`src/rtl/uart_pkg.sv`:
```
// Shared types and sizing helpers for the UART word receive path.
package uart_pkg;

  typedef enum logic {
    S_IDLE,
    S_COLLECT
  } asmState_e;

  localparam int UART_BYTES_PER_WORD = 4;
  localparam int UART_WORD_W         = 32;

  // Width of a counter that must reach cycles-1; never narrower than one bit.
  function automatic int timerWidth(input int cycles);
    int w;
    w = $clog2(cycles);
    return (w < 1) ? 1 : w;
  endfunction

endpackage

```
`src/rtl/uart_idle_timer.sv`:
```
// Silence timer: counts cycles while run is high, restarts on each byte,
// and flags expiry on the cycle the count reaches TIMEOUT_CYCLES-1.
module uart_idle_timer
  import uart_pkg::*;
#(
  parameter int TIMEOUT_CYCLES = 100000
) (
  input  logic clk,
  input  logic rst_n,
  input  logic run,
  input  logic restart,
  output logic expired
);

  localparam int CntW = timerWidth(TIMEOUT_CYCLES);
  localparam logic [CntW-1:0] LastCount = CntW'(TIMEOUT_CYCLES - 1);

  logic [CntW-1:0] count;

  assign expired = run && (count == LastCount);

  always_ff @(posedge clk or negedge rst_n) begin
    if (!rst_n) begin
      count <= '0;
    end else if (!run || restart || expired) begin
      count <= '0;
    end else begin
      count <= count + 1'b1;
    end
  end

endmodule

```
`src/rtl/uart_word_rx_ctrl.sv`:
```
// Assembles received UART bytes into 32-bit little-endian words behind a
// one-word holding register. Define UART_RX_TIMEOUT_EN to enable the silence timeout.
module uart_word_rx_ctrl
  import uart_pkg::*;
#(
  parameter int TIMEOUT_CYCLES = 100000
) (
  input  logic                   clk,
  input  logic                   rst_n,
  input  logic                   byte_valid,
  input  logic [7:0]             byte_data,
  input  logic                   byte_error,
  output logic [UART_WORD_W-1:0] word_data,
  output logic                   word_valid,
  input  logic                   word_ready,
  output logic [1:0]             byte_count,
  output logic                   overflow,
  output logic                   frame_err,
  output logic                   timeout
);

  if (TIMEOUT_CYCLES < 2) begin : g_badTimeout
    $error("uart_word_rx_ctrl: TIMEOUT_CYCLES must be at least 2");
  end

  asmState_e              state;
  logic [UART_WORD_W-1:0] shiftReg;
  logic [UART_WORD_W-1:0] nextShift;
  logic                   byteAccept;
  logic                   wordDone;
  logic                   idleExpired;

  // A framing error on the same cycle as a byte discards that byte.
  assign byteAccept = byte_valid && !byte_error;
  assign nextShift  = {byte_data, shiftReg[UART_WORD_W-1:8]};
  assign wordDone   = byteAccept && (state == S_COLLECT)
                      && (byte_count == 2'(UART_BYTES_PER_WORD - 1));

`ifdef UART_RX_TIMEOUT_EN
  uart_idle_timer #(
    .TIMEOUT_CYCLES(TIMEOUT_CYCLES)
  ) u_idleTimer (
    .clk    (clk),
    .rst_n  (rst_n),
    .run    (state == S_COLLECT),
    .restart(byteAccept),
    .expired(idleExpired)
  );
`else
  assign idleExpired = 1'b0;
`endif

  always_ff @(posedge clk or negedge rst_n) begin
    if (!rst_n) begin
      state      <= S_IDLE;
      shiftReg   <= '0;
      byte_count <= '0;
      word_data  <= '0;
      word_valid <= 1'b0;
      overflow   <= 1'b0;
      frame_err  <= 1'b0;
      timeout    <= 1'b0;
    end else begin
      overflow  <= 1'b0;
      frame_err <= 1'b0;
      timeout   <= 1'b0;

      // Assembly: error beats byte, byte beats silence expiry.
      if (byte_error) begin
        state      <= S_IDLE;
        shiftReg   <= '0;
        byte_count <= '0;
        frame_err  <= 1'b1;
      end else if (byte_valid) begin
        if (wordDone) begin
          state      <= S_IDLE;
          shiftReg   <= '0;
          byte_count <= '0;
        end else begin
          state      <= S_COLLECT;
          shiftReg   <= nextShift;
          byte_count <= byte_count + 1'b1;
        end
      end else if (idleExpired) begin
        state      <= S_IDLE;
        shiftReg   <= '0;
        byte_count <= '0;
        timeout    <= 1'b1;
      end

      // Holding register: a completed word replaces the held one only if it is being consumed.
      if (wordDone) begin
        if (!word_valid || word_ready) begin
          word_data  <= nextShift;
          word_valid <= 1'b1;
        end else begin
          overflow <= 1'b1;
        end
      end else if (word_valid && word_ready) begin
        word_valid <= 1'b0;
      end
    end
  end

endmodule

```
`config.mk`:
```
export PLATFORM = sky130hd
export DESIGN_NAME = uart_word_rx_ctrl
export DESIGN_NICKNAME = d
export VERILOG_FILES = /design/src/rtl/uart_pkg.sv /design/src/rtl/uart_idle_timer.sv /design/src/rtl/uart_word_rx_ctrl.sv
export SDC_FILE = /design/constraint.sdc
export NUM_CORES = 1
export LEC_CHECK = 0
export ABC_AREA = 1
export BUFFER_PORTS_ARGS = -buffer_cell sky130_fd_sc_hd__buf_2
export CORE_UTILIZATION = 55
export CTS_CLUSTER_DIAMETER = 200
export DETAILED_ROUTE_END_ITERATION = 10
export GPL_TIMING_DRIVEN = 0
export PLACE_DENSITY_LB_ADDON = 0.25
export SETUP_SLACK_MARGIN = 0.1
export SYNTH_ARGS = -nofsm -noshare
export SYNTH_HDL_FRONTEND = slang
export SYNTH_HIERARCHICAL = 1
export SYNTH_SLANG_ARGS = --single-unit
```
`constraint.sdc`:
```
create_clock -name clk -period 3.7 [get_ports clk]
set_input_delay 0.74 -clock clk [delete_from_list [all_inputs] [get_ports clk]]
set_output_delay 0.74 -clock clk [all_outputs]
set_load 0.01 [all_outputs]
```
==> out/metrics.json, run 1 <==
{
  "synthesis": {
    "synth_edf_count": 0,
    "postSynthCellCount": 261,
    "postSynthAreaPerCell_um2": 9.51,
    "synth_top_cell_by_area": "dfrtp_1",
    "mappedNetlistNets": 275,
    "synth_top_flop_cell": "dfrtp_1",
    "yosys_register_bits": 62,
    "post-synth-top-area-fraction": 0.625,
    "synth.top_cells.by_area": "dfrtp_1 (63%), nand2_1 (15%), nand3_1 (9.7%)",
    "async_reset_ff_frac": 1.00,
    "synthMostInstantiatedCell": "nand2_1",
    "yosys_cell_types": 18,
    "ranking_of_synthesized_cells_by_instance_count": "nand2_1 (97), dfrtp_1 (62), nand3_1 (48), inv_1 (11), o21ai_0 (11)",
    "post_synth_instance_area_um2": 2480,
    "synth_sequential_area_ratio": 0.625,
    "synth.yosys.warnings": 6
  },
  "clock_network": {
    "clock-sinks": 62,
    "tritoncts_clock_tree": "yes",
    "cts_setup_buffers": 0,
    "cts_hold_buffers": 0,
    "clock_latency_ns": 0.33,
    "cts_htree_levels": 3,
    "cts-root-to-sink-buffers": 2,
    "clock_tree.root_cell": "clkbuf_8",
    "clkTransAtPathRegs_ns": 0.07,
    "total_clock_buffers_created_by_cts": 9,
    "post_cts_resize_count": 0
  },
  "floorplan": {
    "ios": 51,
    "die_width_um": 69.2,
    "start_util": 0.570,
    "fp.dieArea_um2": 4780,
    "core_region_area_um2": 4350,
    "fp-row-count": 24,
    "die_h_um": 69.2
  },
  "route": {
    "post_drt_wl_per_cell_um": 13.5,
    "average_via_count_per_standard_cell": 5.22,
    "ant_nets": 0,
    "route.detailed.drc": 0,
    "first_iter_violations": 160,
    "route.final.wire_length_mm": 5.10,
    "first_pass_iters": 4,
    "vias": 1973
  },
  "sta": {
    "rsz_0062_raised_after_global_routing": "no",
    "fmax_mhz": 605,
    "worst_clock_skew_on_the_final_layout_ns": 0.00660,
    "tns_ns": 0,
    "slew-limit-headroom": 0.511,
    "fin_crit_sh": 0.447,
    "worst_slack_ns": 2.05,
    "layout_min_cycle_time_ns": 1.65,
    "finalMaxSlewViolations": 0,
    "worstMarginPinSlew_ns": 0.734,
    "final_hold_viols": 0,
    "setup_viol": 0
  },
  "grt": {
    "globalRouteOverflowTotal": 0,
    "maximum_number_of_pins_on_one_net_before_global_route_repair": 63,
    "gr-usage-all-layers": 0.230,
    "via_count_of_the_first_global_routing_pass": 1854,
    "first_pass_grt_wire_length_mm": 8.48,
    "number_of_antenna_violations_at_the_first_check_in_global_routing": 0
  },
  "finish": {
    "num-fill-cells": 341,
    "synthToLayoutAreaGrowth_pct": 20.7,
    "fin_nets": 335,
    "post_route_cells_drive_above_1_share": 0.264,
    "diodes": 0
  },
  "run_status": {
    "outcome": "complete, no violations"
  },
  "critical_path": {
    "cpLargestDelayFamily": "flip-flops",
    "timing.critical_path.fanout_max": 4,
    "r2r_setup_slack_ns": 2.22,
    "crit_buf_inv": 1,
    "cp_cell_sequence": "buf_2",
    "critical_path.slowest_cell": "dfrtp_1",
    "setup.worst_path.end_class": "output pin",
    "critPathKind": "reg2out",
    "startpoint_type": "flip-flop",
    "timing.critical_path.arrival_ns": 0.91,
    "timing.critical_path.required_ns": 2.96,
    "cpPeakStageDelay_ns": 0.42
  },
  "min_path": {
    "worstHoldPathType": "reg2reg"
  },
  "place": {
    "dp_slack_ns": 1.74,
    "place.port_buffers": 49,
    "dp_hpwl_mm": 3.51,
    "gp_routability_congestion": 0.811
  },
  "pwr": {
    "leakagePower_uw": 0.00172,
    "power_density_nw_per_um2": 466,
    "ir_drop_uv": 393,
    "report.power.total_uw": 1400
  },
  "run": {
    "max_cap_violation_count": 0
  }
}
-- cell usage in the layout (no fill, tap or decap) --
master,n
nor2_1,1
clkinv_2,3
nor2_8,1
o21ai_1,6
conb_1,1
nand2_1,97
nand3_1,48
bufinv_16,1
buf_4,3
nor2_4,1
ha_1,1
inv_1,11
nor3_1,1
clkbuf_1,1
o21ai_0,11
buf_6,4
buf_2,57
dfrtp_1,62
clkbuf_8,11
nand2_2,2
nand3_4,1
inv_2,2
-- power breakdown --
part           switching (uW)  total, uW  internal, uW
Combinational            56.1       85.6          29.5
Clock                     249        593           344
Sequential               15.3        718           702
-- flip-flops by register name, summed over array words and instances (netlist names) --
| name | count |
|---|---|
| byte_count | 2 |
| frame_err | 1 |
| overflow | 1 |
| shiftReg | 24 |
| state | 1 |
| word_data | 32 |
| word_valid | 1 |
-- metal layers --
metal	GRT usage	wire [um]
met4	0.0816	70
met3	0.0570	265
met5	0	0
met1	0.326	2330
met2	0.347	2440
-- kinds of logic (layout without fill, tap and decap cells) --
group	after synthesis	count (layout)	share of synthesized area
other	1	1	0.00151
buffers and inverters	28	93	0.0620
flip-flops	62	62	0.625
AO/OA/AOI/OAI	17	17	0.0343
AND/OR/NAND/NOR	152	152	0.272
adder cells (fa/ha/maj)	1	1	0.00504
-- path summary, 6_finish.rpt --
path,startpoint,endpoint,depth (start not counted)
hold / removal,word_data[4]$_DFFE_PN0P_,word_data[4]$_DFFE_PN0P_,2
max in group asynchronous,rst_n,state$_DFFE_PN0P_,1
min in group asynchronous,rst_n,word_data[3]$_DFFE_PN0P_,1
hold reg to reg,word_data[4]$_DFFE_PN0P_,word_data[4]$_DFFE_PN0P_,2
setup / recovery,byte_count[0]$_DFFE_PN0P_,byte_count[0],1
setup reg to reg,byte_count[0]$_DFFE_PN0P_,word_data[19]$_DFFE_PN0P_,7
-- through the flow --
stage	area (um^2)	util	hold WS, ns	std cells
floorplan	2480	-	0.444	261
global placement	2790	0.641	0.449	362
detailed placement	2790	0.641	0.453	362
CTS	2990	0.687	0.469	378
global route	2990	0.688	0.472	378
finish	2990	0.688	0.463	378
-- cell type report --
class / instances / area, um^2 / share of cell area
flip-flops and latches: 62 / 1550 / 0.518
multi-input cells: 171 / 776 / 0.259
repair buffers: 49 / 248 / 0.0827
clock buffers: 12 / 155 / 0.0518
plain buffers: 15 / 105 / 0.0351
well taps: 52 / 65.1 / 0.0217
inverters: 13 / 48.8 / 0.0163
clock inverters: 4 / 45.0 / 0.0150
No activity file was read; power rests on OpenSTA's default activity.
==> run 2, diff against run 1 <==
--- a/config.mk
+++ b/config.mk
@@ -7,7 +7,7 @@
 export LEC_CHECK = 0
 export ABC_AREA = 1
 export BUFFER_PORTS_ARGS = -buffer_cell sky130_fd_sc_hd__buf_2
-export CORE_UTILIZATION = 55
+export CORE_UTILIZATION = 48
 export CTS_CLUSTER_DIAMETER = 200
 export DETAILED_ROUTE_END_ITERATION = 10
 export GPL_TIMING_DRIVEN = 0
==> constraint.sdc (replaced) <==
create_clock -name clk -period 1.36 [get_ports clk]
set_input_delay 0.272 -clock clk [delete_from_list [all_inputs] [get_ports clk]]
set_output_delay 0.272 -clock clk [all_outputs]
set_load 0.01 [all_outputs]
==> run 2 against run 1 <==
Effect of this change: total power rose to 3.0 times the previous value; flip-flop and latch count unchanged; clock power rose to 3.3 times the previous value; highest routed layer unchanged.
==> out/metrics.json, run 2 (same netlist as run 1, synthesis figures left out) <==
{
  "grt": {
    "first_pass_grt_wire_length": {"value": 9.09, "unit": "mm", "change": "+7.2%"},
    "gr-usage-all-layers": {"value": 0.232, "change": "+0.00261"},
    "number_of_antenna_violations_at_the_first_check_in_global_routing": {"value": 0, "change": "unchanged"},
    "globalRouteOverflowTotal": {"value": 0, "change": "unchanged"},
    "via_count_of_the_first_global_routing_pass": {"value": 1876, "change": "+1.2%"},
    "maximum_number_of_pins_on_one_net_before_global_route_repair": {"value": 63, "change": "unchanged"}
  },
  "min_path": {
    "worstHoldPathType": "in2async"
  },
  "critical_path": {
    "critical-path-top-cell-by-count": "buf_6",
    "critical_path.slowest_cell": "dfrtp_1",
    "crit-reg2reg-launch": "byte_count[1]$_DFFE_PN0P_",
    "startpoint_type": "flip-flop",
    "crit_start": "byte_count[1]$_DFFE_PN0P_",
    "timing.critical_path.required": {"value": 1.59, "unit": "ns", "change": "-1.37 ns"},
    "setup.worst_path.end_class": "flip-flop",
    "cpPeakStageDelay": {"value": 0.40, "unit": "ns", "change": "-0.02 ns"},
    "crit_buf_inv": {"value": 3, "change": "+2"},
    "cp_cell_sequence": "ha_2, nand2_2, buf_6, nor2_4, buf_12, buf_6, nand3_1, nand2_1",
    "timing.critical_path.fanout_max": {"value": 7, "change": "+3"},
    "timing.critical_path.arrival": {"value": 1.55, "unit": "ns", "change": "+0.64 ns"},
    "cpLargestDelayFamily": "flip-flops",
    "critPathKind": "reg2reg"
  },
  "place": {
    "place.port_buffers": {"value": 49, "change": "unchanged"},
    "place.detailed.instances": {"value": 377, "change": "+4.1%"},
    "dp_hpwl": {"value": 3.49, "unit": "mm", "change": "-0.49%"},
    "gp_routability_congestion": {"value": 0.807, "change": "-0.49%"}
  },
  "run": {
    "max_cap_violation_count": {"value": 0, "change": "unchanged"}
  },
  "floorplan": {
    "die_width": {"value": 73.9, "unit": "um", "change": "+6.8%"},
    "fp-row-count": {"value": 25, "change": "+4.2%"},
    "start_util": {"value": 0.512, "change": "-0.0581"},
    "core_region_area": {"value": 4850, "unit": "um^2", "change": "+11%"},
    "fp.dieArea": {"value": 5460, "unit": "um^2", "change": "+14%"},
    "die_h": {"value": 73.9, "unit": "um", "change": "+6.8%"},
    "ios": {"value": 51, "change": "unchanged"}
  },
  "clock_network": {
    "cts_htree_levels": {"value": 3, "change": "unchanged"},
    "clock_latency": {"value": 0.34, "unit": "ns", "change": "about the same"},
    "tritoncts_clock_tree": "yes",
    "clock-sinks": {"value": 62, "change": "unchanged"},
    "total_clock_buffers_created_by_cts": {"value": 9, "change": "unchanged"},
    "clock_tree.root_cell": "clkbuf_8",
    "clkTransAtPathRegs": {"value": 0.07, "unit": "ns", "change": "about the same"},
    "cts-root-to-sink-buffers": {"value": 2, "change": "unchanged"}
  },
  "finish": {
    "regMostFlops": "word_data",
    "diodes": {"value": 0, "change": "unchanged"},
    "largest_register_ff_count": {"value": 32, "change": "unchanged"},
    "final_cell_mix": "nand2_1 (94), dfrtp_1 (62), buf_2 (53), nand3_2 (25), nand3_1 (23)",
    "registers_with_the_most_flip_flops": "word_data (32), shiftReg (24), byte_count (2)",
    "most_common_library_cell_in_the_layout_ignoring_fill_and_taps": "nand2_1",
    "post_route_cells_drive_above_1_share": {"value": 0.384, "change": "+0.120"},
    "synthToLayoutAreaGrowth_pct": 34.0,
    "fin_nets": {"value": 345, "change": "+3.0%"},
    "instances_no_fill": {"value": 403, "change": "+6.6%"}
  },
  "sta": {
    "final_hold_viols": {"value": 0, "change": "unchanged"},
    "layout_min_cycle_time_ns": 1.33,
    "tns": {"value": 0, "unit": "ns", "change": "unchanged"},
    "rsz_0062_raised_after_global_routing": "yes",
    "worst_clock_skew_on_the_final_layout": {"value": 0.00419, "unit": "ns", "change": "-0.00241 ns"},
    "slew-limit-headroom": {"value": 0.495, "change": "-0.0153"},
    "worst_hold_slack": {"value": 0.00898, "unit": "ns", "change": "-0.454 ns"},
    "worstMarginPinSlew": {"value": 0.757, "unit": "ns", "change": "+0.0230 ns"},
    "fin_crit_sh": 0.975,
    "finalMaxSlewViolations": {"value": 0, "change": "unchanged"},
    "setup_viol": {"value": 0, "change": "unchanged"},
    "fmax_mhz": 754
  },
  "route": {
    "first_pass_iters": {"value": 4, "change": "unchanged"},
    "post_drt_wl_per_cell": {"value": 14.0, "unit": "um", "change": "+3.8%"},
    "first_iter_violations": {"value": 117, "change": "-27%"},
    "ant_nets": {"value": 0, "change": "unchanged"},
    "route.final.wire_length": {"value": 5.65, "unit": "mm", "change": "+11%"},
    "average_via_count_per_standard_cell": {"value": 4.98, "change": "-4.6%"},
    "route.detailed.drc": {"value": 0, "change": "unchanged"},
    "vias": {"value": 2006, "change": "+1.7%"}
  },
  "run_status": {
    "outcome": "complete, no violations"
  },
  "pwr": {
    "report.power.total": {"value": 4150, "unit": "uW", "change": "+200%"},
    "power_density": {"value": 1250, "unit": "nW/um^2", "change": "+170%"},
    "leakagePower": {"value": 0.00181, "unit": "uW", "change": "+4.9%"},
    "ir_drop": {"value": 660, "unit": "uV", "change": "+68%"}
  }
}
==> run 2: changes by cell type in the layout (fill, tap and decap cells not counted), moves of 2 or more <==
cell | previous run | this run
bufinv_16 | 1 | 3
nand2_1 | 97 | 94
buf_8 | 0 | 3
o21ai_2 | 0 | 3
nand3_1 | 48 | 23
o21ai_0 | 11 | 8
buf_2 | 57 | 53
clkbuf_8 | 11 | 9
nand3_2 | 0 | 25
buf_4 | 3 | 12
nand2_2 | 2 | 4
==> run 2: path summary, 6_finish.rpt <==
kind / endpoint / slack (ns) / cells past startpoint
setup / recovery: word_data[20]$_DFFE_PN0P_ / 0.03 / 8
hold / removal: word_data[3]$_DFFE_PN0P_ / 0.009 / 1
setup reg to reg: word_data[20]$_DFFE_PN0P_ / 0.03 / 8
hold reg to reg: word_data[0]$_DFFE_PN0P_ / 0.47 / 2
max in group asynchronous: word_data[24]$_DFFE_PN0P_ / 0.86 / 1
min in group clk: frame_err$_DFF_PN0_ / 0.14 / 1
==> run 2: report_power, final <==
| group | leakage [uW] | switching (uW) | internal [uW] |
|---|---|---|---|
| sequential | 0.000848 | 44.1 | 1910 |
| combinational | 0.000840 | 167 | 95.5 |
| clock | 0.000119 | 727 | 1210 |
| total | 0.00181 | 939 | 3210 |
==> run 2: what timing repair did <==
action | 4_1_cts | 5_1_grt
cloned | 3 | 0
pin swaps | 25 | 10
endpoints found under the setup margin | 44 | 51
resized for setup | 29 | 21
hold buffers | 0 | 0
buffers inserted | 7 | 0
==> run 2: stage by stage <==
step	util	setup slack, ns	instance area [um^2]
6_report	0.686	0.0343	3320
5_1_grt	0.686	-0.0159	3320
4_1_cts	0.668	0.0374	3240
3_5_place_dp	0.580	-0.141	2810
3_3_place_gp	0.580	-0.117	2810
2_1_floorplan	-	0.117	2480
==> run 2: routing by layer <==
layer / global-route usage / part of all wire / vias to the layer above / wire [um]
met5: 0 / 0 / - / 0
met4: 0.109 / 0.019 / 0 / 108
met3: 0.0425 / 0.036 / 9 / 202
met2: 0.372 / 0.49 / 54 / 2750
met1: 0.306 / 0.46 / 965 / 2580
li1: - / - / 978 / -
==> run 2: area by class of cell <==
type	count	area, um^2
Multi-Input combinational cell	171	927
Fill cell	383	1520
Buffer	15	120
Tap cell	67	83.8
Sequential cell	62	1550
Clock inverter	7	113
Inverter	13	48.8
Clock buffer	9	124
Timing Repair Buffer	59	357
==> run 3, diff against run 2 <==
--- a/config.mk
+++ b/config.mk
@@ -7,7 +7,10 @@
 export LEC_CHECK = 0
 export ABC_AREA = 1
 export BUFFER_PORTS_ARGS = -buffer_cell sky130_fd_sc_hd__buf_2
-export CORE_UTILIZATION = 48
+export CELL_PAD_IN_SITES_DETAIL_PLACEMENT = 1
+export CELL_PAD_IN_SITES_GLOBAL_PLACEMENT = 2
+export CORE_ASPECT_RATIO = 0.8
+export CORE_UTILIZATION = 29
 export CTS_CLUSTER_DIAMETER = 200
 export DETAILED_ROUTE_END_ITERATION = 10
 export GPL_TIMING_DRIVEN = 0
==> run 3 against run 2 <==
Effect of this change: sequential power about the same; worst setup slack got worse by 0.025 ns; global-route usage decreased by 6.4 points; utilization decreased by 26 points; non-clock buffer count increased by 2; wire length increased by 20%; via count decreased by 0.50%; clock-buffer cell count increased by 3; critical path type unchanged; largest power group unchanged; highest routed layer unchanged.
==> out/metrics.json, run 3 (same netlist as run 1, synthesis figures left out) <==
{
  "floorplan": {
    "die_h": {"value": 84.7, "unit": "um", "change": "+15%"},
    "core_region_area": {"value": 8090, "unit": "um^2", "change": "+67%"},
    "die_width": {"value": 105, "unit": "um", "change": "+43%"},
    "start_util": {"value": 0.307, "change": "-0.205"},
    "fp-row-count": {"value": 29, "change": "+16%"},
    "ios": {"value": 51, "change": "unchanged"},
    "fp.dieArea": {"value": 8930, "unit": "um^2", "change": "+64%"}
  },
  "pwr": {
    "power.combinational.fraction": {"value": 0.074, "change": "+0.011"},
    "power_density": {"value": 1150, "unit": "nW/um^2", "change": "-8.0%"},
    "report.power.total": {"value": 3920, "unit": "uW", "change": "-5.6%"},
    "power_switching_share": {"value": 0.245, "change": "+0.0192"},
    "power_frac_seq": {"value": 0.499, "change": "+0.028"},
    "power.net_switching": {"value": 961, "unit": "uW", "change": "+2.4%"},
    "ir_drop": {"value": 727, "unit": "uV", "change": "+10%"},
    "clock_power_share": {"value": 0.428, "change": "-0.038"},
    "leakagePower": {"value": 0.00182, "unit": "uW", "change": "+0.57%"},
    "internal_power": {"value": 2960, "unit": "uW", "change": "-7.9%"}
  },
  "sta": {
    "setup_viol": {"value": 0, "change": "unchanged"},
    "worst_hold_slack": {"value": 0.0271, "unit": "ns", "change": "+0.0181 ns"},
    "fin_crit_sh": {"value": 0.993, "change": "+0.0182"},
    "layout_min_cycle_time": {"value": 1.35, "unit": "ns", "change": "+0.0247 ns"},
    "finalMaxSlewViolations": {"value": 0, "change": "unchanged"},
    "slew-limit-headroom": {"value": 0.460, "change": "-0.0353"},
    "worstMarginPinSlew": {"value": 0.810, "unit": "ns", "change": "+0.0529 ns"},
    "tns": {"value": 0, "unit": "ns", "change": "unchanged"},
    "worst_clock_skew_on_the_final_layout": {"value": 0.00814, "unit": "ns", "change": "+0.00396 ns"},
    "rsz_0062_raised_after_global_routing": "yes",
    "worst_slack": {"value": 0.00953, "unit": "ns", "change": "-0.0247 ns"},
    "fmax": {"value": 740, "unit": "MHz", "change": "-1.8%"},
    "final_hold_viols": {"value": 0, "change": "unchanged"}
  },
  "finish": {
    "num-fill-cells": {"value": 948, "change": "+150%"},
    "utilization": {"value": 0.422, "change": "-0.264"},
    "most_common_library_cell_in_the_layout_ignoring_fill_and_taps": "nand2_1",
    "diodes": {"value": 0, "change": "unchanged"},
    "registers_with_the_most_flip_flops": "word_data (32), shiftReg (24), byte_count (2)",
    "fin_nets": {"value": 347, "change": "+0.58%"},
    "post_route_cells_drive_above_1_share": {"value": 0.411, "change": "+0.0273"},
    "largest_register_ff_count": {"value": 32, "change": "unchanged"},
    "synthToLayoutAreaGrowth_pct": 37.5,
    "final_cell_mix": "nand2_1 (94), dfrtp_1 (62), buf_2 (51), nand3_2 (31), nand3_1 (17)",
    "regMostFlops": "word_data"
  },
  "critical_path": {
    "reg2regPathDepth": {"value": 8, "change": "unchanged"},
    "critPathKind": "reg2reg",
    "startpoint_type": "flip-flop",
    "timing.critical_path.required": {"value": 1.63, "unit": "ns", "change": "+0.04 ns"},
    "setup.worst_path.end_class": "flip-flop",
    "timing.critical_path.arrival": {"value": 1.62, "unit": "ns", "change": "+0.07 ns"},
    "timing.critical_path.fanout_max": {"value": 6, "change": "-1"},
    "r2r_setup_slack": {"value": 0.01, "unit": "ns", "change": "-0.02 ns"}
  },
  "route": {
    "vias": {"value": 1996, "change": "-0.50%"},
    "ant_nets": {"value": 0, "change": "unchanged"},
    "post_drt_wl_per_cell": {"value": 15.2, "unit": "um", "change": "+8.4%"},
    "route.detailed.drc": {"value": 0, "change": "unchanged"},
    "first_pass_iters": {"value": 4, "change": "unchanged"},
    "first_iter_violations": {"value": 99, "change": "-15%"},
    "average_via_count_per_standard_cell": {"value": 4.48, "change": "-10%"},
    "route.final.wire_length": {"value": 6.78, "unit": "mm", "change": "+20%"}
  },
  "grt": {
    "gr-usage-all-layers": {"value": 0.168, "change": "-0.0645"},
    "maximum_number_of_pins_on_one_net_before_global_route_repair": {"value": 63, "change": "unchanged"},
    "first_pass_grt_wire_length": {"value": 11.3, "unit": "mm", "change": "+24%"},
    "number_of_antenna_violations_at_the_first_check_in_global_routing": {"value": 0, "change": "unchanged"},
    "globalRouteOverflowTotal": {"value": 0, "change": "unchanged"},
    "via_count_of_the_first_global_routing_pass": {"value": 2128, "change": "+13%"}
  },
  "clock_network": {
    "clock_latency": {"value": 0.34, "unit": "ns", "change": "about the same"},
    "clkTransAtPathRegs": {"value": 0.07, "unit": "ns", "change": "about the same"},
    "clock-sinks": {"value": 62, "change": "unchanged"},
    "cts_hold_buffers": {"value": 0, "change": "unchanged"},
    "tritoncts_clock_tree": "yes",
    "cts-root-to-sink-buffers": {"value": 2, "change": "unchanged"},
    "clock_tree.root_cell": "clkbuf_8",
    "cts_htree_levels": {"value": 3, "change": "unchanged"},
    "total_clock_buffers_created_by_cts": {"value": 9, "change": "unchanged"}
  },
  "place": {
    "gp_routability_congestion": {"value": 0.732, "change": "-9.4%"},
    "dp_hpwl": {"value": 4.42, "unit": "mm", "change": "+27%"},
    "place.port_buffers": {"value": 49, "change": "unchanged"},
    "dp_slack": {"value": -0.104, "unit": "ns", "change": "+0.0372 ns"}
  },
  "run_status": {
    "outcome": "complete, no violations"
  },
  "run": {
    "max_cap_violation_count": {"value": 0, "change": "unchanged"}
  },
  "min_path": {
    "worstHoldPathType": "in2async"
  }
}
[run 3: cell count changes in the layout (fill, tap and decap cells not counted), sizes merged]
cell      change
bufinv        -2
clkbuf        +3
buf           +2
clkinvlp      -1
[run 3: final timing paths]
| path | startpoint | endpoint |
|---|---|---|
| max in group asynchronous | rst_n | shiftReg[14]$_DFFE_PN0P_ |
| setup / recovery | byte_count[1]$_DFFE_PN0P_ | word_data[17]$_DFFE_PN0P_ |
| setup reg to reg | byte_count[1]$_DFFE_PN0P_ | word_data[17]$_DFFE_PN0P_ |
| hold reg to reg | word_data[1]$_DFFE_PN0P_ | word_data[1]$_DFFE_PN0P_ |
| hold / removal | rst_n | word_data[4]$_DFFE_PN0P_ |
| min in group clk | byte_error | frame_err$_DFF_PN0_ |
[run 3: power groups by stage]
stage          logic, uW  registers (uW)  clock network [uW]
2_1_floorplan       92.5            2000                   0
4_1_cts              268            1950                1740
3_3_place_gp         245            1980                   0
6_report             289            1950                1680
5_1_grt              325            1960                1820
3_5_place_dp         249            1990                   0
[run 3: stage by stage]
| step | instances | area (um^2) |
|---|---|---|
| after CTS | 444 | 3290 |
| after detailed placement | 418 | 2860 |
| after floorplan | 261 | 2480 |
| after global placement | 418 | 2860 |
| final | 446 | 3410 |
| after global routing | 446 | 3410 |
[run 3: repair_timing]
item | in CTS | in global routing
endpoints found under the hold margin | 0 | 0
gates cloned | 3 | 0
setup endpoints to repair | 50 | 48
gates resized for setup | 37 | 30
buffers inserted | 7 | 2
pin swaps | 29 | 7
[run 3: per-layer routing]
layer	global-route usage	part of all wire
met3	0.0528	0.036
met2	0.249	0.44
met4	0.0346	0.0080
met5	0	0
met1	0.240	0.51
[run 3: layout make-up]
type                       count  area (um^2)  share of cell area
tap                          108          135              0.0396
inverter                      13         48.8              0.0143
sequential                    62         1550               0.455
buffer                        15          119              0.0348
clock buffer                  12          155              0.0455
timing repair buffer          61          380               0.111
clock inverter                 4         45.0              0.0132
multi-input combinational    171          977               0.286
[run 3: worst max-delay path, stage by stage, from the launching register on]
cell	delay (ns)
dfrtp_1	0.38
ha_2	0.20
nand2_2	0.06
buf_6	0.13
nor2_4	0.10
buf_6	0.14
buf_6	0.13
nand3_2	0.07
nand2_1	0.07
